--- src/rtl/jtvigil_snd_arb.sv ---
// Arbitrates the sound CPU ROM and PCM ROM ports onto one SDRAM bank.
// Each port has a one-word cache; misses are served round-robin over the bank handshake.
module jtvigil_snd_arb #(
    parameter logic [21:0] PCM_OFFSET = 22'h08000,
    parameter logic [21:0] SND_OFFSET = 22'h00000
) (
    input  logic        clk,
    input  logic        rst,
    input  logic        downloading,
    input  logic        snd_cs,
    input  logic [15:0] snd_addr,
    output logic [7:0]  snd_data,
    output logic        snd_ok,
    input  logic        pcm_cs,
    input  logic [15:0] pcm_addr,
    output logic [7:0]  pcm_data,
    output logic        pcm_ok,
    output logic [21:0] ba_addr,
    output logic        ba_rd,
    input  logic        ba_ack,
    input  logic        ba_rdy,
    input  logic [15:0] data_read
);

    localparam logic [1:0] IDLE     = 2'd0;
    localparam logic [1:0] WAIT_ACK = 2'd1;
    localparam logic [1:0] WAIT_RDY = 2'd2;

    // Requester index 0 is the sound CPU, 1 is the PCM port
    logic [1:0]  cs_v;
    logic [15:0] addr_v [2];
    logic [1:0]  valid;
    logic [14:0] tag    [2];
    logic [15:0] word   [2];
    logic [1:0]  hit;
    logic [1:0]  miss;
    logic [1:0]  ok_v;
    logic [7:0]  data_v [2];

    logic [1:0]  state;
    logic        sel;
    logic        last_served;
    logic [14:0] req_tag;
    logic        discard;
    logic        fill;
    logic        keep;
    logic        pick_pcm;
    logic [14:0] pick_tag;
    logic [21:0] pick_offset;

    assign cs_v      = {pcm_cs, snd_cs};
    assign addr_v[0] = snd_addr;
    assign addr_v[1] = pcm_addr;

    always_comb begin
        hit  = 2'b00;
        miss = 2'b00;
        for (int i = 0; i < 2; i++) begin
            hit[i]  = cs_v[i] & valid[i] & (tag[i] == addr_v[i][15:1]);
            miss[i] = cs_v[i] & ~hit[i];
        end
    end

    // On a tie the requester that was not served last wins
    assign pick_pcm    = miss[1] & (~miss[0] | ~last_served);
    assign pick_tag    = pick_pcm ? pcm_addr[15:1] : snd_addr[15:1];
    assign pick_offset = pick_pcm ? PCM_OFFSET : SND_OFFSET;

    // ack and rdy together in WAIT_ACK count as ack followed by rdy
    assign fill = ((state == WAIT_ACK) & ba_ack & ba_rdy) | ((state == WAIT_RDY) & ba_rdy);
    assign keep = ~downloading & ~discard;

    always_ff @(posedge clk or posedge rst) begin
        if (rst) begin
            state       <= IDLE;
            ba_rd       <= 1'b0;
            ba_addr     <= 22'd0;
            sel         <= 1'b0;
            req_tag     <= 15'd0;
            last_served <= 1'b1;
            discard     <= 1'b0;
        end else begin
            if (downloading && state != IDLE) begin
                discard <= 1'b1;
            end
            if (fill) begin
                last_served <= sel;
            end
            case (state)
                IDLE: begin
                    if (!downloading && miss != 2'b00) begin
                        sel     <= pick_pcm;
                        req_tag <= pick_tag;
                        ba_rd   <= 1'b1;
                        ba_addr <= pick_offset + {7'd0, pick_tag};
                        discard <= 1'b0;
                        state   <= WAIT_ACK;
                    end
                end
                WAIT_ACK: begin
                    if (ba_ack) begin
                        ba_rd <= 1'b0;
                        state <= ba_rdy ? IDLE : WAIT_RDY;
                    end
                end
                WAIT_RDY: begin
                    if (ba_rdy) begin
                        state <= IDLE;
                    end
                end
                default: state <= IDLE;
            endcase
        end
    end

    always_ff @(posedge clk or posedge rst) begin
        if (rst) begin
            for (int i = 0; i < 2; i++) begin
                valid[i]  <= 1'b0;
                tag[i]    <= 15'd0;
                word[i]   <= 16'd0;
                ok_v[i]   <= 1'b0;
                data_v[i] <= 8'd0;
            end
        end else begin
            for (int i = 0; i < 2; i++) begin
                ok_v[i]   <= hit[i] & ~downloading;
                data_v[i] <= addr_v[i][0] ? word[i][15:8] : word[i][7:0];
                if (fill && sel == 1'(i)) begin
                    word[i]  <= data_read;
                    tag[i]   <= req_tag;
                    valid[i] <= keep;
                end else if (downloading) begin
                    valid[i] <= 1'b0;
                end
            end
        end
    end

    assign snd_ok   = ok_v[0];
    assign pcm_ok   = ok_v[1];
    assign snd_data = data_v[0];
    assign pcm_data = data_v[1];

endmodule

--- config.mk ---
export PLATFORM = sky130hd
export DESIGN_NAME = jtvigil_snd_arb
export DESIGN_NICKNAME = d
export VERILOG_FILES = /design/src/rtl/jtvigil_snd_arb.sv
export SDC_FILE = /design/constraint.sdc
export NUM_CORES = 1
export LEC_CHECK = 0
export ABC_AREA = 0
export ABC_CLOCK_PERIOD_IN_PS = 8300
export CORE_MARGIN = 4
export CORE_UTILIZATION = 55
export DETAILED_ROUTE_END_ITERATION = 8
export PLACE_DENSITY = 0.85
export SLEW_MARGIN = 20
export SYNTH_ARGS = -nofsm -noshare
export SYNTH_HDL_FRONTEND = slang
export SYNTH_SLANG_ARGS = --single-unit
--- constraint.sdc ---
create_clock -name clk -period 8.3 [get_ports clk]
set_input_delay 1.245 -clock clk [delete_from_list [all_inputs] [get_ports clk]]
set_output_delay 1.245 -clock clk [all_outputs]
set_load 0.01 [all_outputs]
Word-level counts from Yosys, hierarchy flattened
Index checks and enable logic that the tools add are counted.

cells by class
  equality and inequality tests = 7
  mux-type cells = 18
  bitwise operators = 22
  add/subtract/negate cells = 1
  reduce and logical (&&, ||, !) cells = 14

operator list
  kind                                                              count
  15-bit == test                                                    2
  16-bit by 15-bit adder with 17-bit output                         1
  16-bit two-way mux                                                1
  8-bit two-way mux                                                 2
  15-bit two-way mux                                                1
  1-bit AND                                                         13
  2-bit nonzero test                                                5
  1-bit two-way mux                                                 8
  2-bit two-way mux                                                 4
  1-bit inverter                                                    7
  2-bit != test (second input constant)                             3
  2-bit one-hot mux with 3 select lines                             1
  3-bit AND reduction                                               2
  1-bit logical AND                                                 4
  2-bit by 1-bit == test with 1-bit output (second input constant)  1
  2-bit == test (second input constant)                             1
  2-bit logical NOT                                                 1
  1-bit OR                                                          2
  1-bit one-hot mux with 2 select lines                             1
  2-bit AND reduction                                               1
  1-bit logical NOT                                                 1

word-level totals
  word-level logic and storage cells = 78
  register bits = 125
  input bits = 55

Depth between registers and ports, before layout
Gate-level depths: netlist of run 1.

  depth after elaboration = 9
  depth in mapped cells = 7
  gate-level depth less buffers = 6

Worst setup path after synthesis of run 1
OpenSTA, ideal clock, no wires.

  path kind = input to register
  start = input port snd_addr[15]
  end = register req_tag[6]
  path slack = 4.946 ns
  cell stages on the path = 7
  data required time = 8.175 ns
  arrival time = 3.229 ns
  cells stage by stage = xor2_1 or4_4 o41ai_4 o211ai_4 buf_6 mux2_4 mux2_2

between the ends
  cells in the longest elaborated chain, start to end = 8
  elaborated cells between the ends (all ways) = 11

RTL lines
  element                 RTL line  RTL
  start: declaration      11        input logic [15:0] snd_addr,
  15-bit == test (*)      59        hit[i] = cs_v[i] & valid[i] & (tag[i] == addr_v[i][15:1]);
  1-bit AND (*)           59
  1-bit inverter (*)      60        miss[i] = cs_v[i] & ~hit[i];
  1-bit AND (*)           60
  1-bit inverter          65        assign pick_pcm = miss[1] & (~miss[0] | ~last_served);
  1-bit OR                65
  1-bit AND               65
  15-bit two-way mux      66        assign pick_tag = pick_pcm ? pcm_addr[15:1] : snd_addr[15:1];
  end signal: assignment  93        req_tag <= pick_tag;
  end: declaration        43        logic [14:0] req_tag;

Every way passes the cells marked *; elsewhere a longest branch is shown, timed or not.
A chain may end at the register's enable or synchronous reset.

Worst setup path after layout of run 1
  start = input port pcm_addr[3]
  end = register req_tag[10]

between the ends
  cells in the longest elaborated chain, start to end = 7
  elaborated cells between the ends (all ways) = 9

RTL lines
  element                               RTL line  RTL
  start: declaration                    15        input logic [15:0] pcm_addr,
  15-bit == test (*)                    59
  1-bit AND (*)                         59
  1-bit inverter (*)                    60
  1-bit AND (*)                         60
  2-bit nonzero test                    91        if (!downloading && miss != 2'b00) begin
  1-bit logical AND                     91
  2-bit AND reduction (no source line)  -

Marks and branches as above.

==> results.yml, run 1 <==
place:
  gp_congestion: 0.844
  place.detailed.hpwl_microns: 6790
  io_buffers: 89
drt:
  drc: 0
  ant_nets: 0
  routed_via_density: 5.38
  routed_wl_microns: 9340
  avgRoutedWirePerCell_microns: 18.6
  drtIter0Drc: 89
  vias: 2705
  firstDrtPassIters: 4
layout:
  nets: 451
  final_cell_mix: "dfrtp_1, mux2_2, clkdlybuf4s50_1, xor2_1, mux2_4"
  layout-drive-gt1-share_pct: 34.4
  utilization_pct: 73.1
  final_common_cell: "dfrtp_1"
  num_antenna_cells: 0
  area_growth_pct: 26.8
global_route:
  grt_overflow: 0
  grt_pass1_vias: 3044
  grt_antenna_before_repair: 0
  grt_max_degree: 61
  grt_pass1_wl_microns: 15400
  gr-usage-all-layers_pct: 20.1
timing:
  fin_skew_ns: 0.0125
  timing.fmax_ghz: 0.272
  setup-tns-final_ns: 0
  maxSlewHeadroom_pct: 40.1
  finalMaxSlewViolations: 0
  finalHoldViolations: 0
  finalSetupViolCount: 0
  fin_crit_ns: 3.68
  rsz0062_at_grt: "false"
  worst_pin_slew_ns: 0.897
  period_share_pct: 44.3
critical_path:
  end_kind: "register"
  crit_type: "input port to register"
  crit_fanout: 13
  cp-start-kind: "input port"
  worstPathArrival_ns: 3.93
  worstPathRequired_ns: 8.55
logic_synthesis:
  yosysTopAreaCell: "dfrtp_1"
  async_reset_ff_share_pct: 100
  synth_cell_types: 28
  synth-seq-area-share_pct: 57.0
  yosys_warnings: 0
  synth_area_leaders: "dfrtp_1, mux2_2, mux2_4, xor2_1, xnor2_1"
  synth_area_sq_um: 4520
  yosysTopAreaCellShare_pct: 56.4
  synth_edf_count: 0
  ys.flop_type: "dfrtp_1"
  synth_cells: 304
  ys_seq_elements: 103
  avgSynthCellArea_sq_um: 14.9
clock_tree:
  ctsHoldBuffers: 0
  worstSkewPairLatency_ns: 0.37
  cts_sinks: 103
  cts_tree: "done"
  cts-root-buf: "clkbuf_8"
  numCtsBuffers: 9
  cts-resized-gates: 0
  cts.path.max_buffers: 2
  post_cts_buffers: 0
  htreeDepth: 3
  clk_pin_slew_ns: 0.10
floorplanning:
  dieArea_sq_um: 9740
  fp.dieW_microns: 98.7
  die_h_microns: 98.7
  num_rows: 32
  coreArea_sq_um: 7850
  pin_count: 96
  start_util_pct: 57.6
power_and_ir_drop:
  p_leak_nw: 2.44
  ir_drop_v: 0.000187
  powerDensity_nw_per_um2: 327
worst_hold_path:
  min_path_type: "register to register"
job:
  drv_cap: 0
run_status:
  status: "completed"
[final cells by class]
| cell class | count | area (sq um) |
|---|---|---|
| Fill cell | 529 | 2110 |
| Clock buffer | 9 | 124 |
| Multi-Input combinational cell | 183 | 1860 |
| Inverter | 6 | 25.0 |
| Clock inverter | 7 | 104 |
| Tap cell | 102 | 128 |
| Sequential cell | 103 | 2580 |
| Timing Repair Buffer | 93 | 921 |
[kinds of logic (layout without fill, tap and decap cells)]
family	Yosys count	count (layout)	synth area share (%)
AOI/OAI and AO/OA	11	11	2.54
and+or+nand+nor	27	27	3.37
DFF	103	103	57.0
other	1	6	0.0829
muxes	109	109	28.4
xor gates and xnor gates	30	30	5.81
buffers and inverters	23	115	2.74
[critical path, stage by stage]
cell	delay, ns
clkdlybuf4s50_1	0.52
xor2_1	0.29
nor4_1	0.09
nand4_1	0.19
nand2_1	0.13
a2111oi_4	0.74
buf_4	0.36
mux2_2	0.35
[state kept, by name (all words and copies together), names as in the netlist]
| signal | count |
|---|---|
| req_tag | 14 |
| ok_v | 2 |
| snd_data | 8 |
| discard | 1 |
| valid | 2 |
| pcm_data | 8 |
| state | 2 |
| word | 32 |
| ba_rd | 1 |
| ba_addr | 2 |
| tag | 30 |
| last_served | 1 |
[final timing paths]
| path | startpoint | endpoint | slack [ns] | depth (start not counted) |
|---|---|---|---|---|
| hold reg to reg | discard$_DFF_PP0_ | valid[0]$_DFFE_PP0P_ | 0.49 | 1 |
| hold / removal | discard$_DFF_PP0_ | valid[0]$_DFFE_PP0P_ | 0.49 | 1 |
| min in group asynchronous | rst | state[0]$_DFFE_PP0P_ | 1.27 | 2 |
| max in group asynchronous | rst | word[23]$_DFFE_PP0P_ | 5.91 | 3 |
| setup / recovery | pcm_addr[3] | req_tag[10]$_DFFE_PP0P_ | 4.62 | 8 |
| setup reg to reg | tag[1]$_DFFE_PP0P_ | req_tag[10]$_DFFE_PP0P_ | 5.63 | 7 |
[per-layer routing]
metal | track usage, % | vias to the layer above | part of all wire, %
met4 | 6.30 | 0 | 1.3
met2 | 34.7 | 83 | 50
met5 | 0 | - | 0
li1 | - | 1245 | -
met3 | 4.53 | 12 | 5.4
met1 | 25.3 | 1365 | 43
[where the power goes]
part / total [mW] / leakage, nW / switching, mW / internal (mW)
Combinational: 0.648 / 1.08 / 0.244 / 0.404
Sequential: 0.875 / 1.24 / 0.141 / 0.734
Clock: 0.351 / 0.108 / 0.177 / 0.173
[stage by stage]
stage | total power [mW] | hold slack [ns] | cell area (sq um) | std cells | setup slack (ns)
5_1_grt | 1.98 | 0.520 | 5740 | 503 | 4.53
4_1_cts | 1.89 | 0.489 | 5740 | 503 | 4.66
3_5_place_dp | 1.54 | 0.474 | 5510 | 487 | 4.25
2_1_floorplan | 1.25 | 0.443 | 4540 | 309 | 4.35
3_3_place_gp | 1.51 | 0.457 | 5510 | 487 | 4.29
6_report | 1.87 | 0.487 | 5740 | 503 | 4.62
[cells in the mapped netlist (2+ instances only)]
library cell and n:
a211oi_1 2, a21oi_1 2, buf_4 8, clkbuf_1 8
dfrtp_1 102, inv_1 6, mux2_2 92, mux2_4 16
nand2_1 4, nand4_1 5, nor2_1 6, nor4_1 8
o21ai_0 2, xnor2_1 12, xor2_1 18
Power figures use the tool's default switching activity.
==> run 2, diff against run 1 <==
--- a/config.mk
+++ b/config.mk
@@ -6,11 +6,11 @@
 export NUM_CORES = 1
 export LEC_CHECK = 0
 export ABC_AREA = 0
-export ABC_CLOCK_PERIOD_IN_PS = 8300
+export ABC_CLOCK_PERIOD_IN_PS = 3000
 export CORE_MARGIN = 4
-export CORE_UTILIZATION = 55
+export CORE_UTILIZATION = 46
 export DETAILED_ROUTE_END_ITERATION = 8
-export PLACE_DENSITY = 0.85
+export PLACE_DENSITY = 0.76
 export SLEW_MARGIN = 20
 export SYNTH_ARGS = -nofsm -noshare
 export SYNTH_HDL_FRONTEND = slang
==> constraint.sdc (replaced) <==
create_clock -name clk -period 3 [get_ports clk]
set_input_delay 0.45 -clock clk [delete_from_list [all_inputs] [get_ports clk]]
set_output_delay 0.45 -clock clk [all_outputs]
set_load 0.01 [all_outputs]
==> run 2 against run 1 <==
  * Register-to-register slack got worse by 5.2 ns
  * Critical path depth unchanged
  * Highest routed layer unchanged
  * Clock power increased by 140%
  * Clock skew about the same
  * Largest cell class unchanged
  * First-iteration DRC count decreased by 10%
  * Non-clock buffer count increased by 7
  * Via count increased by 0.55%
==> results.yml, run 2 (synthesized netlist as in run 1, its figures left out) <==
critical_path:
  worstPathArrival_ns: 2.94
  crit_fanout: 5
  cp-start-kind: "input port"
  end_kind: "register"
  path_common_cell: "mux2_4"
  crit_path_top_delay_cell: "or4_4"
  crit_chain: "clkdlybuf4s50_1 -> xor2_1 -> or4_4 -> o41ai_4 -> o211ai_4 -> buf_4 -> mux2_4 -> mux2_4"
  worstPathRequired_ns: 3.26
  crit_type: "input port to register"
  reg2reg_depth: 7
  critPathMaxStageDelay_ns: 0.54
layout:
  nFillCells: 682
  final_cell_mix: "dfrtp_1, mux2_2, clkdlybuf4s50_1, xor2_1, mux2_4"
  stdcell_area_sq_um: 5900
  layout-drive-gt1-share_pct: 35.5
  final_common_cell: "dfrtp_1"
  nets: 458
  regMostFlops: "word"
  post_layout_nonfiller_instances: 537
  multiInputGateArea_sq_um: 1870
  num_antenna_cells: 0
  largest_reg_flops: 32
  reg_top3: "word x32, tag x30, req_tag x14"
  area_growth_pct: 30.4
  seq_area_sq_um: 2580
timing:
  worst_pin_slew_ns: 0.732
  fin_skew_ns: 0.0122
  timing.fmax_ghz: 0.372
  maxSlewHeadroom_pct: 51.1
  finalHoldViolations: 0
  period_share_pct: 89.5
  finalMaxSlewViolations: 0
  finalSetupViolCount: 0
  rsz0062_at_grt: "false"
  fin_crit_ns: 2.69
job:
  drv_cap: 0
clock_tree:
  htreeDepth: 3
  cts_sinks: 103
  cts_tree: "done"
  cts.path.max_buffers: 2
  numCtsBuffers: 9
  ctsHoldBuffers: 0
  worstSkewPairLatency_ns: 0.37
  clk_pin_slew_ns: 0.10
  cts-resized-gates: 0
  cts-root-buf: "clkbuf_8"
  post_cts_buffers: 0
drt:
  routed_via_density: 5.07
  ant_nets: 0
  drc: 0
  firstDrtPassIters: 4
  routed_wl_microns: 9560
  vias: 2720
  drtIter0Drc: 80
  avgRoutedWirePerCell_microns: 17.8
place:
  io_buffers: 89
  gp_congestion: 0.813
  post_dp_cell_area_sq_um: 5690
  dpl.cell_count: 521
  place.detailed.hpwl_microns: 7030
floorplanning:
  die_h_microns: 107
  coreArea_sq_um: 9420
  pin_count: 96
  start_util_pct: 48.0
  fp.dieW_microns: 107
  dieArea_sq_um: 11500
  num_rows: 35
global_route:
  gr-usage-all-layers_pct: 17.7
  grt_max_degree: 43
  grt_pass1_wl_microns: 15600
  grt_antenna_before_repair: 0
  grt_pass1_vias: 2955
  grt_overflow: 0
power_and_ir_drop:
  p_leak_nw: 2.49
  ir_drop_v: 0.000487
  powerDensity_nw_per_um2: 868
worst_hold_path:
  min_path_type: "register to register"
  min_delay_path_depth: 1
run_status:
  status: "completed"
==> run 2: cell types whose count changed in the layout (fill, tap and decap cells not counted), sizes merged <==
cell | previous run | this run
buf | 4 | 11
bufinv | 2 | 0
clkinv | 1 | 2
inv | 8 | 9
==> run 2: worst paths after layout <==
kind,start,slack (ns),to
max in group asynchronous,rst,1.76,last_served$_DFFE_PP1N_
min in group asynchronous,rst,0.55,ok_v[0]$_DFF_PP0_
worst max register to register,tag[19]$_DFFE_PP0P_,0.45,req_tag[4]$_DFFE_PP0P_
worst min-delay path,discard$_DFF_PP0_,0.48,valid[1]$_DFFE_PP0P_
worst min register to register,discard$_DFF_PP0_,0.48,valid[1]$_DFFE_PP0P_
worst max-delay path,snd_addr[5],0.31,req_tag[4]$_DFFE_PP0P_
==> run 2: where the power goes <==
part	switching [mW]	internal (mW)	total (mW)
clock network	0.523	0.333	0.856
registers	0.393	2.03	2.42
logic	0.687	1.15	1.84
total	1.60	3.52	5.12
==> run 2: metal layers <==
layer / GRT usage [%] / wire length (microns) / vias up
li1: - / - / 1264
met1: 23.4 / 4220 / 1372
met2: 28.6 / 4720 / 75
met3: 4.46 / 487 / 9
met4: 5.75 / 129 / 0
met5: 0 / 0 / -
==> run 2: stage by stage <==
| step | setup WS [ns] | TNS (ns) | util [%] | total power [mW] | hold WS [ns] |
|---|---|---|---|---|---|
| 3_3_place_gp | -0.0353 | -0.261 | 60.5 | 4.23 | 0.464 |
| 5_1_grt | 0.289 | 0 | 62.6 | 5.44 | 0.521 |
| 2_1_floorplan | 0.441 | 0 | - | 3.45 | 0.443 |
| 3_5_place_dp | -0.0638 | -0.646 | 60.5 | 4.30 | 0.469 |
| 4_1_cts | 0.332 | 0 | 62.6 | 5.18 | 0.484 |
| 6_report | 0.315 | 0 | 62.6 | 5.12 | 0.483 |
==> run 2: layout make-up <==
| class | count | share of cell area [%] |
|---|---|---|
| Sequential cell | 103 | 43.7 |
| Clock buffer | 9 | 2.10 |
| Clock inverter | 7 | 1.36 |
| Inverter | 6 | 0.445 |
| Tap cell | 129 | 2.74 |
| Multi-Input combinational cell | 183 | 31.7 |
| Timing Repair Buffer | 100 | 18.0 |
==> run 2: critical path, delay by kind of cell <==
kind,cells,cell delay [ns]
and+or+nand+nor,1,0.54
buffers and inverters,2,0.65
xor gates and xnor gates,1,0.17
muxes,2,0.55
AOI/OAI and AO/OA,2,0.58
==> variant (config.mk and constraints of run 2) <==
Make the reset (`rst`) synchronous in 2 clocked blocks.
--- a/src/rtl/jtvigil_snd_arb.sv
+++ b/src/rtl/jtvigil_snd_arb.sv
@@ -70,7 +70,7 @@
     assign fill = ((state == WAIT_ACK) & ba_ack & ba_rdy) | ((state == WAIT_RDY) & ba_rdy);
     assign keep = ~downloading & ~discard;
 
-    always_ff @(posedge clk or posedge rst) begin
+    always_ff @(posedge clk) begin
         if (rst) begin
             state       <= IDLE;
             ba_rd       <= 1'b0;
@@ -113,7 +113,7 @@
         end
     end
 
-    always_ff @(posedge clk or posedge rst) begin
+    always_ff @(posedge clk) begin
         if (rst) begin
             for (int i = 0; i < 2; i++) begin
                 valid[i]  <= 1'b0;
Check against the original RTL: differs if rst is asserted again (counterexample within 4 cycles, from zero or initial values and one cycle with rst high); with rst held inactive, the same outputs for 10 cycles.
==> variant against run 2 <==
- setup slack improved by 0.028 ns
- routed wire length down 3.0%
- area after synthesis shrank 7.4%
- sequential cell count unchanged
- cell area down 7.9%
- critical path depth did not move
- critical path type unchanged
- highest routed layer unchanged
Power is not compared: it rests on default switching activity, and its combinational part moved more than twofold at a synthesized area within 25%.
==> variant: results (changes against run 2) <==
INFO  metric final_design_area_no_fill = 5430 sq um (-7.9%)
INFO  metric yosys.area_share.xor_xnor = 6.27% (+0.47 points)
INFO  metric grt_util_all_layers = 17.7% (about the same)
INFO  metric timing.hold.worst.start = word[0][21]
INFO  metric nFillCells = 689 (+1.0%)
INFO  metric asyncSetResetFlopFracSynth = 0% (-100 points)
INFO  metric grt_pass1_vias = 2792 (-5.5%)
INFO  metric detailedPlace.worstSlack = -0.0378 ns (+0.0260 ns)
INFO  metric reg2reg_setup_slack = 0.49 ns (+0.04 ns)
INFO  metric post_synth_edffs = 62 (+62)
INFO  metric worst_r2r_endpoint = req_tag[8]
INFO  metric drt_iter0_drc = 100 (+25%)
INFO  metric startpoint = snd_addr[11]
INFO  metric netlist-cell-type-count = 32 (+14%)
INFO  metric final.min_clock_period = 2.66 ns (-0.0284 ns)
INFO  metric place.gp.congestion = 0.843 (+3.8%)
INFO  metric holdWs = 0.487 ns (+0.00389 ns)
INFO  metric use_met1 = 23.4% (+0.046 points)
INFO  metric groute.layer.met3.usage = 3.15% (-1.3 points)
INFO  metric final_layout_size_suffix_gt1_share = 8.31% (-27 points)
INFO  metric reg_top3 = word x32, tag x30, data_v x16
INFO  metric outcome = finished clean
INFO  metric wire_length_of_the_first_global_routing_pass = 14.3 mm (-8.2%)
INFO  metric worst_clock_skew = 0.0105 ns (-0.00167 ns)
INFO  metric final_net_count = 471 (+2.8%)
==> variant: critical path, stage by stage <==
cell and delay, ns:
clkdlybuf4s50_1 0.46, xor2_1 0.24, nor4_2 0.26, nand4_1 0.21, a311oi_4 0.73, buf_8 0.25, mux2i_1 0.20, a211oi_1 0.09
==> variant: cells by family after synthesis <==
group,Yosys count
other cells,1
buf+inv,24
compound gates,26
mux,31
xor+xnor,30
flops,103
simple gates,106
==> variant: cell type report <==
cell class	count	share of cell area, %
clock inverter	7	1.45
clock buffer	9	2.28
timing repair buffer	100	18.5
tap	108	2.49
sequential	103	49.4
inverter	3	0.207
multi-input combinational	199	25.7
==> variant: layer usage <==
| metal | up-vias | share of wire (%) | routed length, um |
|---|---|---|---|
| met5 | - | 0 | 0 |
| met2 | 61 | 50 | 4610 |
| li1 | 1334 | - | - |
| met3 | 12 | 4.8 | 444 |
| met1 | 1329 | 44 | 4080 |
| met4 | 0 | 1.4 | 127 |
